--- config.mk ---
export PLATFORM = sky130hd
export DESIGN_NAME = cnn_stream_loader
export DESIGN_NICKNAME = d
export VERILOG_FILES = /design/src/rtl/cnn_stream_loader.sv
export SDC_FILE = /design/constraint.sdc
export NUM_CORES = 1
export LEC_CHECK = 0
export CAP_MARGIN = 20
export CORE_ASPECT_RATIO = 1.1
export CORE_MARGIN = 5
export CORE_UTILIZATION = 50
export DETAILED_ROUTE_END_ITERATION = 6
export GPL_TIMING_DRIVEN = 0
export PLACE_DENSITY = 0.74
export RECOVER_POWER = 25
export REMOVE_ABC_BUFFERS = 1
export SKIP_LAST_GASP = 1
export SYNTH_ARGS = -nofsm -noshare
export SYNTH_HDL_FRONTEND = slang
export SYNTH_SLANG_ARGS = --single-unit
export TNS_END_PERCENT = 30
--- constraint.sdc ---
create_clock -name clk -period 8.07 [get_ports clk]
set_clock_uncertainty 0.2 [all_clocks]
set_input_delay 2.421 -clock clk [delete_from_list [all_inputs] [get_ports clk]]
set_output_delay 2.421 -clock clk [all_outputs]
set_load 0.02 [all_outputs]
--- src/rtl/cnn_stream_loader.sv ---
// rtl/cnn_stream_loader.sv - framed stream loader driving the CNN core write port and run handshake
module cnn_stream_loader #(
    parameter int DW      = 32,
    parameter int AW      = 16,
    parameter int SELW    = 5,
    parameter int H_IN    = 32,
    parameter int W_IN    = 32,
    parameter int CH_IN   = 3,
    parameter int SCALE   = 128,
    parameter int NORM_EN = 1,
    parameter int SEL_IMG = 0,
    parameter int TIMEOUT = 1 << 24
) (
    input  logic            clk,
    input  logic            rst_n,
    input  logic            s_valid,
    output logic            s_ready,
    input  logic [DW-1:0]   s_data,
    output logic            wr_en,
    output logic [SELW-1:0] wr_sel,
    output logic [AW-1:0]   wr_addr,
    output logic [DW-1:0]   wr_data,
    output logic            run_start,
    input  logic            run_done,
    input  logic [3:0]      pred_in,
    output logic            res_valid,
    output logic [3:0]      res_pred,
    output logic            busy,
    output logic            err
);

    localparam int              IMG_N    = H_IN * W_IN * CH_IN;
    localparam int              TW       = $clog2(TIMEOUT) + 1;
    localparam logic [SELW-1:0] SEL_GO   = '1;
    localparam logic [SELW-1:0] SEL_I    = SELW'(SEL_IMG);
    localparam logic [AW-1:0]   ONE_A    = 1;
    localparam logic [AW-1:0]   COL_LAST = AW'(W_IN - 1);
    localparam logic [AW-1:0]   ROW_LAST = AW'(H_IN - 1);
    localparam logic [AW-1:0]   CH_LAST  = AW'(CH_IN - 1);
    localparam logic [TW-1:0]   ONE_T    = 1;
    localparam logic [TW-1:0]   TMO_LAST = TW'(TIMEOUT - 1);

    typedef enum logic [2:0] {S_IDLE, S_LOAD, S_START, S_WAIT, S_RESULT} state_t;

    state_t          state, state_n;
    logic            rdy_q;
    logic [SELW-1:0] sel_q;
    logic [AW-1:0]   cnt_q, k_q, col_q, row_q, chn_q;
    logic [TW-1:0]   tmo_q;

    logic            accept;
    logic [SELW-1:0] hdr_sel;
    logic [AW-1:0]   hdr_cnt;
    logic            is_img, in_range;
    logic [AW-1:0]   img_addr;
    logic [7:0]      pix;
    logic [DW-1:0]   norm_data;

    assign s_ready  = rdy_q && (state == S_IDLE || state == S_LOAD);
    assign accept   = s_valid && s_ready;
    assign hdr_sel  = s_data[SELW-1:0];
    assign hdr_cnt  = s_data[16+AW-1:16];
    assign is_img   = (sel_q == SEL_I);
    // Image words past the frame size are swallowed without a write.
    assign in_range = !is_img || (32'(k_q) < 32'(IMG_N));
    // Planar payload position (ch, row, col) mapped to interleaved address.
    assign img_addr = AW'((32'(row_q) * 32'(W_IN) + 32'(col_q)) * 32'(CH_IN) + 32'(chn_q));
    assign pix      = (s_data > DW'(255)) ? 8'hFF : s_data[7:0];
    // Constant divisor keeps the result bit-exact to integer division.
    assign norm_data = DW'((32'(pix) * 32'(SCALE - 1) + 32'd127) / 32'd255);

    // State register.
    always_ff @(posedge clk or negedge rst_n) begin
        if (!rst_n) state <= S_IDLE;
        else        state <= state_n;
    end

    // Next-state decode and per-state strobes.
    always_comb begin
        state_n   = state;
        run_start = 1'b0;
        res_valid = 1'b0;
        busy      = (state != S_IDLE);
        case (state)
            S_IDLE: begin
                if (accept) begin
                    if (hdr_sel == SEL_GO)  state_n = S_START;
                    else if (hdr_cnt != '0) state_n = S_LOAD;
                end
            end
            S_LOAD: begin
                if (accept && (k_q + ONE_A == cnt_q)) state_n = S_IDLE;
            end
            S_START: begin
                run_start = 1'b1;
                state_n   = S_WAIT;
            end
            S_WAIT: begin
                if (run_done)               state_n = S_RESULT;
                else if (tmo_q == TMO_LAST) state_n = S_IDLE;
            end
            S_RESULT: begin
                res_valid = 1'b1;
                state_n   = S_IDLE;
            end
            default: state_n = S_IDLE;
        endcase
    end

    // Segment bookkeeping, registered write port, timeout counter and result capture.
    always_ff @(posedge clk or negedge rst_n) begin
        if (!rst_n) begin
            rdy_q    <= 1'b0;
            sel_q    <= '0;
            cnt_q    <= '0;
            k_q      <= '0;
            col_q    <= '0;
            row_q    <= '0;
            chn_q    <= '0;
            tmo_q    <= '0;
            wr_en    <= 1'b0;
            wr_sel   <= '0;
            wr_addr  <= '0;
            wr_data  <= '0;
            res_pred <= '0;
            err      <= 1'b0;
        end else begin
            rdy_q <= 1'b1;
            wr_en <= 1'b0;
            case (state)
                S_IDLE: begin
                    if (accept) begin
                        err <= 1'b0;
                        if (hdr_sel != SEL_GO) begin
                            sel_q <= hdr_sel;
                            cnt_q <= hdr_cnt;
                            k_q   <= '0;
                            col_q <= '0;
                            row_q <= '0;
                            chn_q <= '0;
                            if (hdr_sel == SEL_I && 32'(hdr_cnt) > 32'(IMG_N)) err <= 1'b1;
                        end
                    end
                end
                S_LOAD: begin
                    if (accept) begin
                        if (in_range) begin
                            wr_en   <= 1'b1;
                            wr_sel  <= sel_q;
                            wr_addr <= is_img ? img_addr : k_q;
                            wr_data <= (is_img && NORM_EN != 0) ? norm_data : s_data;
                        end
                        k_q <= k_q + ONE_A;
                        if (col_q == COL_LAST) begin
                            col_q <= '0;
                            if (row_q == ROW_LAST) begin
                                row_q <= '0;
                                chn_q <= (chn_q == CH_LAST) ? '0 : chn_q + ONE_A;
                            end else begin
                                row_q <= row_q + ONE_A;
                            end
                        end else begin
                            col_q <= col_q + ONE_A;
                        end
                    end
                end
                S_START: tmo_q <= '0;
                S_WAIT: begin
                    if (run_done)               res_pred <= pred_in;
                    else if (tmo_q == TMO_LAST) err <= 1'b1;
                    else                        tmo_q <= tmo_q + ONE_T;
                end
                default: ;
            endcase
        end
    end

endmodule

Yosys cells after proc, flatten, opt, wreduce, memory -nomap -nowiden
Index checks and enable logic that the tools add are counted.
{"block": "classes", "addsub": 8, "order_cmp": 3, "reduce_logical": 24, "muxes": 40, "div_mod_pow": 1, "n_mul": 2, "eq_ne": 22}
{"op": "16-bit two-way mux", "count": 13}
{"op": "16-bit case mux with 2 select lines", "count": 4}
{"op": "16-bit by 1-bit adder with 16-bit output (second input constant)", "count": 4}
{"op": "25-bit two-way mux", "count": 2}
{"op": "25-bit case mux with 2 select lines", "count": 1}
{"op": "32-bit by 8-bit divider with 32-bit output (second input constant)", "count": 1}
{"op": "16-bit by 5-bit equality test with 1-bit output (second input constant)", "count": 2}
{"op": "32-bit by 8-bit greater-than comparator with 1-bit output (second input constant)", "count": 1}
{"op": "32-bit two-way mux", "count": 1}
{"op": "25-bit by 1-bit adder with 25-bit output (second input constant)", "count": 1}
{"op": "25-bit by 24-bit equality test with 1-bit output (second input constant)", "count": 1}
{"op": "21-bit by 16-bit adder with 22-bit output", "count": 1}
{"op": "22-bit by 2-bit multiplier with 16-bit output (second input constant)", "count": 1}
{"op": "3-bit two-way mux", "count": 6}
{"op": "15-bit by 7-bit adder with 16-bit output (second input constant)", "count": 1}
{"op": "16-bit adder", "count": 1}
{"op": "16-bit equality test", "count": 1}
{"op": "16-bit by 2-bit equality test with 1-bit output (second input constant)", "count": 1}
{"op": "16-bit by 12-bit greater-than comparator with 1-bit output (second input constant)", "count": 1}
{"op": "16-bit by 12-bit less-than comparator with 1-bit output (second input constant)", "count": 1}
{"op": "16-bit nonzero test", "count": 1}
{"op": "8-bit by 7-bit multiplier with 15-bit output (second input constant)", "count": 1}
{"op": "3-bit case mux with 4 select lines", "count": 1}
{"op": "4-bit AND reduction", "count": 3}
{"op": "23 further kinds", "count": 49}
{"block": "totals", "output_inout_bits": 63, "reg_bits": 173, "elab_cells": 115, "input_bits": 40}

Logic depth before layout (Yosys ltp)
{"block": "logic_depth", "ltp_word": 7, "mapped_depth": 48}

Worst setup path before layout
OpenSTA, ideal clock, no wires.
{"block": "synth_timing", "kind": "input to register", "start": "in s_data[30]", "end": "reg wr_data[0]", "stages": 43, "required_ps": 7738, "setup_ps": 132, "t_arrival_ps": 13340, "path_slack_ps": -5602, "path_cell_list": "or4_1 nor4_1 and3_1 nand2b_1 clkbuf_1 clkinv_1 fa_1 inv_1 fa_1 fa_1 inv_1 fa_1 inv_1 ha_1 a21oi_1 o21ai_0 or3_1 nand4_1 (+7 left out) o31a_1 o31a_4 a2111oi_4 a21oi_2 a211o_1 o31ai_2 nand3_1 o211a_1 o211ai_1 o31ai_2 o21ai_1 ha_1 nand2b_1 a2111oi_4 and4bb_1 o2111ai_1 a22oi_1 o211ai_2"}
{"block": "synth_via", "elab_chain_cells": 6}
{"item": "start, declared", "line": "18", "source": "input logic [DW-1:0] s_data,"}
{"item": "32-bit by 8-bit greater-than comparator with 1-bit output", "line": "68", "source": "assign pix = (s_data > DW'(255)) ? 8'hFF : s_data[7:0];"}
{"item": "8-bit two-way mux", "line": "68"}
{"item": "8-bit by 7-bit multiplier with 15-bit output", "line": "70", "source": "assign norm_data = DW'((32'(pix) * 32'(SCALE - 1) + 32'd127) / 32'd255);"}
{"item": "15-bit by 7-bit adder with 16-bit output", "line": "70"}
{"item": "32-bit by 8-bit divider with 32-bit output", "line": "70"}
{"item": "32-bit two-way mux", "line": "151", "source": "wr_data <= (is_img && NORM_EN != 0) ? norm_data : s_data;"}
{"item": "end signal, assigned", "line": "151"}
{"item": "end, declared", "line": "22", "source": "output logic [DW-1:0] wr_data,"}
Every way passes these cells.
A chain may end at the register's enable or synchronous reset.

Worst setup path in the final report
{"block": "layout_timing", "start": "in s_data[19]", "end": "reg wr_data[0]"}
The elaborated chain is that of the path after synthesis.

==> impl_results.md <==
- Crit end category: flip-flop
- Status: complete, but fails checks
- Final Core Density: 62.7%
- Critical Path Stages: 44
- Clock Path Buffers: 2
- Ys flop type: dfrtp_1
- Post-synth EDFFs: 0
- Clk_lat worst skew: 0.44 ns
- Placed cells: 1991
- CTS tree: yes
- Initial Util: 50.8%
- Crit-path max FO: 10
- Final Max Slew Viols: 176
- Drt drc: 0
- Initial antenna violation count: 2
- Hold crit path type: flip-flop to flip-flop
- Fmax: 77.4 MHz
- R2R cell count: 18
- Final std cells w/o fill: 2084
- Netlist cell types: 86
- Pin count of the biggest net entering global routing: 118
- Mapped Avg Cell Area: 8.69 sq um
- Yosys reg bits: 173
- RSZ-0062 raised after global routing: true
- Routed Antenna Nets: 0
- Tcrit/Tclk final: 160%
- LEAKAGE: 7.33 nW
- Warnings, synthesis: 0
- Worst path arrival time: 13.04 ns
- Vias per Instance: 6.02
- Synth-to-Final Area Change: 23.4%
- PD cells: 190 mW/mm^2
- Internal: 0.00207 W
- Antenna diode count: 0
- Placer Congestion: 0.936
- Total congestion overflow: 0
- Post-Route WL: 38.4 mm
- Core area: 0.0270 sq mm
- Critical Path RT: 8.18 ns
- Syn Inst Count: 1575
- Vias: 12.6k
- CTS clock-pin slew for the worst setup and hold paths: 0.07 ns
- Critical Path Sink: wr_data[0]$_DFFE_PN0P_
- Sw Pwr: 0.00114 W
- First-pass GRT wire length: 62.3 mm
- Crit-path max cell delay: 0.55 ns
- PnR worst setup slack: -4.85 ns
- Switching share of power: 35.6%
- FFs w/ async S/R, synth: 100%
- PortBufs: 102
- Share of cells above drive strength 1: 15.7%
- Hold path depth: 2
- Seq pwr share: 38.5%
- DR iter-0 viols: 948
- Buf+Inv Stages, Crit Path: 5
- Die X-Extent: 168 um
- Worst hold margin: 0.276 ns
- Die area: 0.0308 sq mm
- Critical path class: input pin to flip-flop
- Hold_buf cts: 0
- VDD IR max: 194 uV
- DR WL/cell: 18.4 um
- Total CTS buffers: 17
- Worst reg-to-reg setup slack: 3.62 ns
- # setup viols final: 9
- Seq/Total Area, Yosys: 31.6%
- GRT Util Overall: 24.3%
- CTS H-tree depth: 4
- Clock Sinks: 173
- Fin Setup TNS: -24.43 ns
- Crit-path leading delay family: compound AO/OA/AOI/OAI gates
- R2R Path Start: col_q[5]$_DFFE_PN0P_
- Row cnt: 63
- NumNets Final: 1870
- Clk pwr share: 27.1%
- Count of final hold-check violations: 0
- RR Endpoint: wr_addr[15]$_DFFE_PN0P_
- Worst slew margin: -106%
- Slowest stage cell, crit path: fa_1
- Vias in the first global route: 12.5k
- Root Driver: clkbuf_16
- DPL Wire Length: 27.5 mm
- Final min period: 12.92 ns
- Die H: 184 um
- Crit path launch: s_data[19]
- Slew at the pin with the worst max-slew slack: 3.08 ns
- Crit path launch type: input pin
- DR pass1 iterations: 6
- Cell Area, Synth: 0.0137 sq mm
- Total power: 0.00322 W
- Comb power frac: 34.4%
- Failing checks: capacitance limit, slew limit, setup timing
- I/O Pins: 103
- Max-Cap Viols: 2
worst register-to-register path, stage by stage (launching register included):
cell and delay, ns:
dfrtp_1 0.45, ha_1 0.26, fa_1 0.59, fa_1 0.47, ha_1 0.31, inv_1 0.08, o21bai_1 0.22, a21oi_1 0.10
o21bai_1 0.20, a21oi_1 0.10, o21bai_1 0.19, a21oi_1 0.11, o21bai_1 0.21, a21o_1 0.15, a21oi_1 0.07, xnor2_1 0.24
nor2_1 0.07, a21oi_1 0.19, o21ai_0 0.10
metrics by stage:
| step | instance area (sq um) | worst slack [ns] |
|---|---|---|
| global route | 16900 | -5.17 |
| floorplan | 13500 | -5.66 |
| finish | 16900 | -4.85 |
| global placement | 15000 | -8.41 |
| detailed placement | 15100 | -8.35 |
| CTS | 16700 | -4.47 |
per-layer routing:
metal	track usage (%)	share of wire [%]	wire (um)
met5	0	0.099	38
met4	11.0	4.0	1550
met3	3.42	4.9	1880
met2	42.7	51	19500
met1	29.8	40	15500
cell usage in the layout, fill, tap and decap left out, drive strengths merged, types with 65 or more instances in the layout:
cell type and count:
nand2 149, dfrtp 173, buf 74, ha 74
xnor2 66, a21oi 92, inv 90, nand3 65
o21ai 124, nor2 156, clkdlybuf4s50 87
flip-flops by register name, summed over array words and instances (netlist names):
register / count
wr_data: 32
tmo_q: 25
chn_q: 16
cnt_q: 16
col_q: 16
k_q: 16
row_q: 16
wr_addr: 16
sel_q: 5
wr_sel: 5
res_pred: 4
state: 3
err: 1
rdy_q: 1
wr_en: 1
power groups by stage:
stage	clock network [W]	logic (W)	registers, W
floorplan	0	0.000516	0.00134
global placement	0	0.00106	0.00125
detailed placement	0	0.00110	0.00125
CTS	0.000883	0.00112	0.00124
global route	0.000920	0.00120	0.00127
finish	0.000873	0.00111	0.00124
synthesized netlist by cell type, drive strengths merged, types with 9 or more instances:
cell    count  share of area [%]
a211oi     12               0.69
nand3      65                2.4
dfrtp     173                 32
ha         74                6.8
nand4      36                1.8
mux2       28                2.3
buf        11               0.40
xor2       49                3.2
o211ai     12               0.77
o31a        9               0.64
o21ai     124                4.5
fa         41                6.0
and2       11               0.50
a21oi      92                3.4
nor3       37                1.4
clkbuf     40                1.1
nand2     149                4.1
or3        21               0.96
o21bai     15               0.82
nor4       28                1.3
nand2b     20               0.91
a21o       16               0.88
nor2      156                4.3
inv        83                2.3
a22o       28                1.8
o22ai      13               0.64
and3       29                1.3
o31ai      19                1.2
xnor2      66                4.3
a31oi      15               0.82
how the worst min path moves through the flow:
stage | from | endpoint | slack [ns]
after floorplan | sel_q[2]$_DFFE_PN0P_ | wr_sel[2]$_DFFE_PN0P_ | 0.26
after global placement | wr_addr[3]$_DFFE_PN0P_ | wr_addr[3]$_DFFE_PN0P_ | 0.26
after detailed placement | wr_sel[2]$_DFFE_PN0P_ | wr_sel[2]$_DFFE_PN0P_ | 0.26
after CTS | wr_addr[9]$_DFFE_PN0P_ | wr_addr[9]$_DFFE_PN0P_ | 0.29
after global routing | wr_data[4]$_DFFE_PN0P_ | wr_data[4]$_DFFE_PN0P_ | 0.30
final | wr_addr[9]$_DFFE_PN0P_ | wr_addr[9]$_DFFE_PN0P_ | 0.28
final cells by class:
| type | instances | area [sq um] |
|---|---|---|
| fillers | 2201 | 10100 |
| clock inverters | 13 | 178 |
| flip-flops and latches | 173 | 4330 |
| repair buffers | 172 | 1570 |
| well taps | 357 | 447 |
| clock buffers | 18 | 439 |
| inverters | 86 | 350 |
| multi-input cells | 1265 | 9580 |
cells by family (layout without fill, tap and decap cells):
group | after synthesis | after routing | synth area share (%)
adder cells (fa/ha/maj) | 116 | 116 | 12.8
XOR/XNOR | 115 | 115 | 7.52
other | 1 | 1 | 0.0274
multiplexers | 36 | 36 | 2.92
flip-flops | 173 | 173 | 31.6
AND/OR/NAND/NOR | 585 | 585 | 20.9
AO/OA/AOI/OAI | 412 | 412 | 20.4
buffers and inverters | 137 | 289 | 3.86
what timing repair did:
| action | CTS | global route |
|---|---|---|
| resized for setup | 173 | 26 |
| pin swaps | 56 | 17 |
| buffers inserted | 48 | 14 |
| setup endpoints to repair | 9 | 9 |
(Power assumes the default switching activity.)
